File: config.mk
export PLATFORM = sky130hd
export DESIGN_NAME = fifo_sync_param
export DESIGN_NICKNAME = d
export VERILOG_FILES = /design/src/rtl/fifo_pkg.sv /design/src/rtl/fifo_sync_ctrl.sv /design/src/rtl/fifo_sync_param.sv
export SDC_FILE = /design/constraint.sdc
export NUM_CORES = 1
export LEC_CHECK = 0
export CAP_MARGIN = 20
export CORE_MARGIN = 1.5
export CORE_UTILIZATION = 51
export DETAILED_ROUTE_END_ITERATION = 10
export GPL_ROUTABILITY_DRIVEN = 0
export PLACE_DENSITY = 0.85
export SYNTH_ARGS = -nofsm -noshare
export SYNTH_HDL_FRONTEND = slang
export SYNTH_HIERARCHICAL = 1
export SYNTH_SLANG_ARGS = --single-unit
File: constraint.sdc
create_clock -name clk -period 2.36 [get_ports clk]
set_input_delay 0.354 -clock clk [delete_from_list [all_inputs] [get_ports clk]]
set_output_delay 0.354 -clock clk [all_outputs]
set_load 0.05 [all_outputs]
File: src/rtl/fifo_pkg.sv
// fifo_pkg: shared FIFO constants and width helpers for single- and dual-clock FIFOs
package fifo_pkg;
  localparam bit FWFT_OFF = 1'b0;
  localparam bit FWFT_ON = 1'b1;
  localparam int DEF_ADDRESS_SIZE = 3;
  localparam int DEF_PTR_W = DEF_ADDRESS_SIZE + 1;
  function automatic int clog2(input int v);
    int r;
    r = 0;
    while ((1 << r) < v) r++;
    return r;
  endfunction
  function automatic int ptr_w(input int address_size);
    return address_size + 1;
  endfunction
endpackage

File: src/rtl/fifo_sync_ctrl.sv
// fifo_sync_ctrl: pointers, fill level, full/empty/almost flags and sticky error flags
module fifo_sync_ctrl
  import fifo_pkg::*;
#(
  parameter int ADDRESS_SIZE = 3,
  parameter int AF_LEVEL = 6,
  parameter int AE_LEVEL = 1
) (
  input  logic                    clk,
  input  logic                    rst,
  input  logic                    w_en,
  input  logic                    r_en,
  input  logic                    clr_err,
  output logic                    aw,
  output logic                    ar,
  output logic [ADDRESS_SIZE-1:0] w_addr,
  output logic [ADDRESS_SIZE-1:0] r_addr,
  output logic [ADDRESS_SIZE:0]   count,
  output logic                    w_full,
  output logic                    r_empty,
  output logic                    almost_full,
  output logic                    almost_empty,
  output logic                    w_overflow,
  output logic                    r_underflow
);
  localparam int PW = ptr_w(ADDRESS_SIZE);
  localparam logic [PW-1:0] AF = PW'(AF_LEVEL);
  localparam logic [PW-1:0] AE = PW'(AE_LEVEL);
  localparam logic [PW-1:0] WRAP = {1'b1, {ADDRESS_SIZE{1'b0}}};
  logic [PW-1:0] w_ptr_q, w_ptr_d, r_ptr_q, r_ptr_d;
  logic w_overflow_q, w_overflow_d, r_underflow_q, r_underflow_d;
  // flags decode straight from the registered pointers; full is judged before any same-cycle read
  always_comb begin
    count = w_ptr_q - r_ptr_q;
    w_full = (w_ptr_q ^ r_ptr_q) == WRAP;
    r_empty = w_ptr_q == r_ptr_q;
    almost_full = count >= AF;
    almost_empty = count <= AE;
    aw = w_en & ~w_full;
    ar = r_en & ~r_empty;
    w_addr = w_ptr_q[ADDRESS_SIZE-1:0];
    r_addr = r_ptr_q[ADDRESS_SIZE-1:0];
    w_ptr_d = w_ptr_q + PW'(aw);
    r_ptr_d = r_ptr_q + PW'(ar);
    w_overflow_d = (w_en & w_full) | (w_overflow_q & ~clr_err);
    r_underflow_d = (r_en & r_empty) | (r_underflow_q & ~clr_err);
  end
  // pointer and sticky error state
  always_ff @(posedge clk or posedge rst) begin
    if (rst) begin
      w_ptr_q <= '0;
      r_ptr_q <= '0;
      w_overflow_q <= 1'b0;
      r_underflow_q <= 1'b0;
    end else begin
      w_ptr_q <= w_ptr_d;
      r_ptr_q <= r_ptr_d;
      w_overflow_q <= w_overflow_d;
      r_underflow_q <= r_underflow_d;
    end
  end
  assign w_overflow = w_overflow_q;
  assign r_underflow = r_underflow_q;
endmodule

File: src/rtl/fifo_sync_param.sv
// fifo_sync_param: single-clock FIFO with fill level, thresholds, FWFT option and error flags
module fifo_sync_param
  import fifo_pkg::*;
#(
  parameter int MEMORY_WIDTH = 8,
  parameter int ADDRESS_SIZE = 3,
  parameter int AF_LEVEL = 6,
  parameter int AE_LEVEL = 1,
  parameter int FWFT = 0
) (
  input  logic                    clk,
  input  logic                    rst,
  input  logic                    w_en,
  input  logic [MEMORY_WIDTH-1:0] wdata,
  input  logic                    r_en,
  input  logic                    clr_err,
  output logic [MEMORY_WIDTH-1:0] rdata,
  output logic                    w_full,
  output logic                    r_empty,
  output logic                    almost_full,
  output logic                    almost_empty,
  output logic [ADDRESS_SIZE:0]   count,
  output logic                    w_overflow,
  output logic                    r_underflow
);
  localparam int MEMORY_DEPTH = 1 << ADDRESS_SIZE;
  logic aw, ar;
  logic [ADDRESS_SIZE-1:0] w_addr, r_addr;
  logic [MEMORY_WIDTH-1:0] mem_q [MEMORY_DEPTH];
  fifo_sync_ctrl #(
    .ADDRESS_SIZE(ADDRESS_SIZE),
    .AF_LEVEL(AF_LEVEL),
    .AE_LEVEL(AE_LEVEL)
  ) u_ctrl (
    .clk(clk),
    .rst(rst),
    .w_en(w_en),
    .r_en(r_en),
    .clr_err(clr_err),
    .aw(aw),
    .ar(ar),
    .w_addr(w_addr),
    .r_addr(r_addr),
    .count(count),
    .w_full(w_full),
    .r_empty(r_empty),
    .almost_full(almost_full),
    .almost_empty(almost_empty),
    .w_overflow(w_overflow),
    .r_underflow(r_underflow)
  );
  // storage is deliberately not reset
  always_ff @(posedge clk) begin
    if (aw) mem_q[w_addr] <= wdata;
  end
  if (FWFT == int'(FWFT_ON)) begin : g_fwft
    // head word shown directly; forced to zero while empty so reset and idle output are clean
    always_comb rdata = r_empty ? '0 : mem_q[r_addr];
  end else begin : g_std
    logic [MEMORY_WIDTH-1:0] rdata_q, rdata_d;
    // capture head word on an accepted read, otherwise hold
    always_comb rdata_d = ar ? mem_q[r_addr] : rdata_q;
    // registered read data
    always_ff @(posedge clk or posedge rst) begin
      if (rst) rdata_q <= '0;
      else rdata_q <= rdata_d;
    end
    assign rdata = rdata_q;
  end
endmodule

==> run metrics, run 1 <==
crit-path max cell delay 530 ps; DRT iter0 DRCs 185; xor/xnor cell area share of the yosys netlist around 1.5%; Placement Cell Area 0.00393 mm^2; Synth cell types 32; sequential element share of the synthesized area slightly below 70%; RSZ-0062 raised after global routing false; Starting Density approximately 54%; relative slew slack around 62%; Buffers on Ports 30; mux cell area share after synthesis approximately 6.9%; Final Hold Vio Count 0; CP bufs+invs 2; chip width about 85 um; Mapped Avg Cell Area ~15 um^2; Avg WL per Cell about 18 um; area leader, netlist edfxtp_1; Final ANT Viol Nets 0; routed wire length 6430 um; Syn. warnings 6; initial antenna violation count 0; Final period util 96.5%; ranking of synthesized cells by area edfxtp_1 56%, dfrtp_1 13%, mux2i_1 6.9%; dominant synthesized flop cell edfxtp_1; skew final between 15 and 20 ps; total core area 0.00646 mm^2; outcome complete, but fails checks; Synth Area in Simple Gates approximately 8.3%; Setup WS post-layout between 80 and 90 ps; Post-Layout Cell Count 349; CTS tree yes; layout cell share with drive strength beyond 1 20.6%; total grt overflow 0; post-route minimum period 2280 ps; Arr. time, crit path roughly 1900 ps; worst path required time 2010 ps; largest family of logic cells by synthesized area simple AND/OR/NAND/NOR gates; achievable clock frequency 0.439 GHz; area of the die roughly 0.0073 mm^2; DP HPWL between 4000 and 5000 um; Max Cap Viol 0; largest net degree at the start of global routing 42; Hold Crit Class in -> async; critical path class reg -> out; worst path cell trace ha_2 > fa_2 > inv_2 > nor2_2 > o21a_1 > buf_12; Post-Syn Nets 247; DRT Pass-1 Iters 7; slowest CP cell fa_2; Yosys top cell area share 55.6%; Mapped Area 0.00346 mm^2; final setup violation count 0; post-synthesis adder-cell area fraction 3.11%; CTS buffer count 9; register bit total from synthesis 82; number of instances in the placed design ~330; actual slew at the worst max-slew pin 566 ps; number of synthesized flops with an enable pin 64; worst-path maximum fanout 3; IO Pins 31; Post-route DRC 1; pins over their slew limit 0; CTS root buf clkbuf_8; final instance area about 0.0041 mm^2; failing checks design-rule violations; Worst-Skew Late Latency between 300 and 400 ps; htree depth 3; Async S/R FF share, synth 22.0%; nets 288; Critical Path End Type output port; total clock sinks between 80 and 90; synthesis-to-layout area growth 19.9%; DR vias/cell approximately 5.5; Diodes inserted 0; gr usage total a little under a fifth; first-pass GRT wire length 10200 um; row count 29; clock transition at the registers of the reported paths approximately 90 ps; clk buf depth 2; top cells by count, synth 64 x edfxtp_1, 24 x mux2i_1, 18 x dfrtp_1, 18 x nor2b_1, 11 x nand3_1; pre-CTS setup slack about 150 ps; die height ~85 um; CP Launch Type flip-flop; WHS 301 ps; vias in the first global route 1993; top cell family by delay on the critical path adder cells; CTS hold repair buffers 0; Synth Area in Compound Gates 7.24%; top-count cell post-synth edfxtp_1; Synth Instances approximately 230; vias post-DR 1922
-- final cells by class --
class / count / area [um^2]
inverters: 9 / 33.8
multi-input cells: 120 / 980
well taps: 77 / 96.3
clock buffers: 9 / 124
repair buffers: 45 / 480
flip-flops and latches: 82 / 2370
clock inverters: 7 / 58.8
fillers: 478 / 2310
-- path summary, 6_finish.rpt --
path,startpoint,end,slack [ps],cells after the start
min,rst,rdata[3],300,2
min reg2reg,u_ctrl/w_ptr_q[3],u_ctrl/w_ptr_q[3],490,1
max reg2reg,u_ctrl/w_ptr_q[2],mem_q[4][2],260,7
min in group clk,u_ctrl/w_ptr_q[3],u_ctrl/w_ptr_q[3],490,1
max,u_ctrl/r_ptr_q[0],almost_empty,80,6
max in group asynchronous,rst,u_ctrl/r_ptr_q[0],1750,2
-- timing repair --
item	in CTS	in global routing
resized for setup	1	9
buffers inserted	1	0
pin swaps	1	1
endpoints found under the setup margin	2	3
-- kinds of logic (layout without fill, tap and decap cells) --
logic type                 count (synthesis)  in the layout
DFF                                       82             82
and+or+nand+nor                           52             52
AOI/OAI and AO/OA                         30             30
muxes                                     24             24
buffers and inverters                     24             70
adders and majority gates                  8              8
xor gates and xnor gates                   6              6
-- metal layers --
layer  vias up  global-route usage [%]  wire length (um)
li1        924                       -                 -
met1       938                    26.3              2860
met2        53                    29.9              3060
met3         7                    4.77               399
met4         0                    6.60               109
met5         -                       0                 0
-- worst reg2reg max path, delay by kind of cell (launching register included) --
| family | cells | cell delay [ps] |
|---|---|---|
| adders and majority gates | 1 | 360 |
| and+or+nand+nor | 5 | 830 |
| buffers and inverters | 1 | 200 |
| DFF | 1 | 440 |
-- cell usage in the layout, fill, tap and decap left out, types with 5 or more instances in the layout --
cell,instances
edfxtp_1,64
a211o_1,8
buf_4,16
mux2i_1,24
ha_1,5
nor2_1,7
a22oi_1,8
clkdlybuf4s50_1,22
dfrtp_1,17
buf_12,7
a41o_1,8
clkbuf_8,9
nand3_1,11
nor2b_1,17
inv_1,8
-- registers in the layout, summed over array words and instances (netlist names) --
| signal | cells |
|---|---|
| u_ctrl/r_ptr_q | 4 |
| mem_q | 64 |
| u_ctrl/w_overflow | 1 |
| rdata | 8 |
| u_ctrl/w_ptr_q | 4 |
| u_ctrl/r_underflow | 1 |
-- per-stage QoR --
step | utilization, % | setup TNS [ps]
after global placement | 60.9 | 0
after floorplan | - | -210
after global routing | 64.2 | 0
after detailed placement | 60.9 | 0
after CTS | 63.8 | 0
final | 64.2 | 0
Power of run 1 is not shown: default switching activity piles up to over one toggle a cycle in this logic, so the estimate is an artifact.
==> run 2, diff against run 1 <==
GPL_TIMING_DRIVEN = 0   (was default)
==> run metrics, run 2 (synthesis results as in run 1) <==
first-pass GRT wire length ~11000 um; routed wire length ~7200 um; Max Cap Viol 0; Final ANT Viol Nets 0; most common library cell in the layout ignoring fill and taps edfxtp_1; Final Hold Vio Count 0; achievable clock frequency around 0.44 GHz; area of the die around 0.0073 mm^2; vias post-DR between 2000 and 2500; synthesis-to-layout area growth 22.4%; largest register by flop count mem_q; DRT Pass-1 Iters 9; critical path class reg -> out; total grt overflow 0; Starting Density between 50 and 60%; CTS root buf clkbuf_8; Avg WL per Cell just over 20 um; chip width ~85 um; most frequent cells in the layout 64 x edfxtp_1, 24 x mux2i_1, 23 x clkdlybuf4s50_1; clk buf depth 2; Setup WS post-layout between 70 and 80 ps; DR vias/cell 5.68; Diodes inserted 0; vias in the first global route approximately 2100; Worst-Skew Late Latency approximately 360 ps; pre-CTS setup slack -280 ps; outcome complete, but fails checks; cells on worst reg2reg path 7; total clock sinks 82; worst-path maximum fanout 3; Critical Path End Type output port; failing checks design-rule violations; largest net degree at the start of global routing 17; Buffers on Ports 30; gr usage total a little over a fifth; final setup violation count 0; skew final approximately 6.0 ps; Post-route DRC 1; number of fill cells between 400 and 500; DRT iter0 DRCs 263; pins over their slew limit 0; relative slew slack about two thirds; CTS hold repair buffers 0; IO Pins 31; clock transition at the registers of the reported paths about 90 ps; htree depth 3; actual slew at the worst max-slew pin 506 ps; Hold Crit Class in -> async; die height 85.3 um; CTS tree yes; Arr. time, crit path about 1900 ps; CP Launch Type flip-flop; nets approximately 300; CTS buffer count 9; worst path required time 2010 ps; max reg flops 64; post-route minimum period around 2300 ps; total core area 0.00646 mm^2; row count 29; initial antenna violation count 0; Final period util between 90% and 100%; layout cell share with drive strength beyond 1 a little under a quarter; DP HPWL 4600 um
## run 2: what timing repair did
item                       CTS  global route
pin swaps                    1             3
setup buffers                2             4
resized for setup           42            19
setup endpoints to repair   73            73
## run 2: per-stage QoR
stage | setup TNS [ps] | area, um^2 | hold slack (ps) | utilization, % | cells
final | 0 | 4230 | 329 | 65.5 | 355
after global routing | -3.00 | 4230 | 357 | 65.5 | 355
after CTS | -5970 | 4120 | 325 | 63.9 | 351
after detailed placement | -16200 | 3870 | 485 | 60.0 | 333
after global placement | -13060 | 3870 | 480 | 60.0 | 333
after floorplan | -210 | 3480 | 170 | - | 226
## run 2: path summary, 6_finish.rpt
path	from	end	slack, ps
worst max-delay path	u_ctrl/w_ptr_q[0]	almost_empty	70
worst min register to register	u_ctrl/w_ptr_q[3]	u_ctrl/w_ptr_q[3]	490
min in group clk	u_ctrl/w_ptr_q[3]	u_ctrl/w_ptr_q[3]	490
worst max register to register	u_ctrl/w_ptr_q[1]	mem_q[4][3]	120
max in group asynchronous	rst	u_ctrl/r_ptr_q[1]	1700
worst min-delay path	rst	rdata[0]	330
## run 2: cell type report
cell class	count	area (um^2)	share of cell area (%)
repair buffers	36	372	8.78
flip-flops and latches	82	2370	56.1
clock inverters	7	62.6	1.48
well taps	77	96.3	2.28
multi-input cells	120	1050	24.9
plain buffers	15	115	2.72
inverters	9	33.8	0.798
clock buffers	9	124	2.93
## run 2: layer usage
metal / wire length (um) / vias to the layer above / global-route usage, %
met5: 0 / - / 0
met1: 3130 / 990 / 29.2
met2: 3530 / 68 / 33.0
li1: - / 938 / -
met4: 251 / 0 / 12.8
met3: 329 / 20 / 2.72
## run 2: critical path, cell delays in order, from the launching register on
cell and delay, ps:
dfrtp_1 400, inv_2 70, ha_4 160, fa_2 530
inv_2 40, nor2_1 80, o21a_1 140, buf_6 160
Power of run 2 is left out for the same reason.
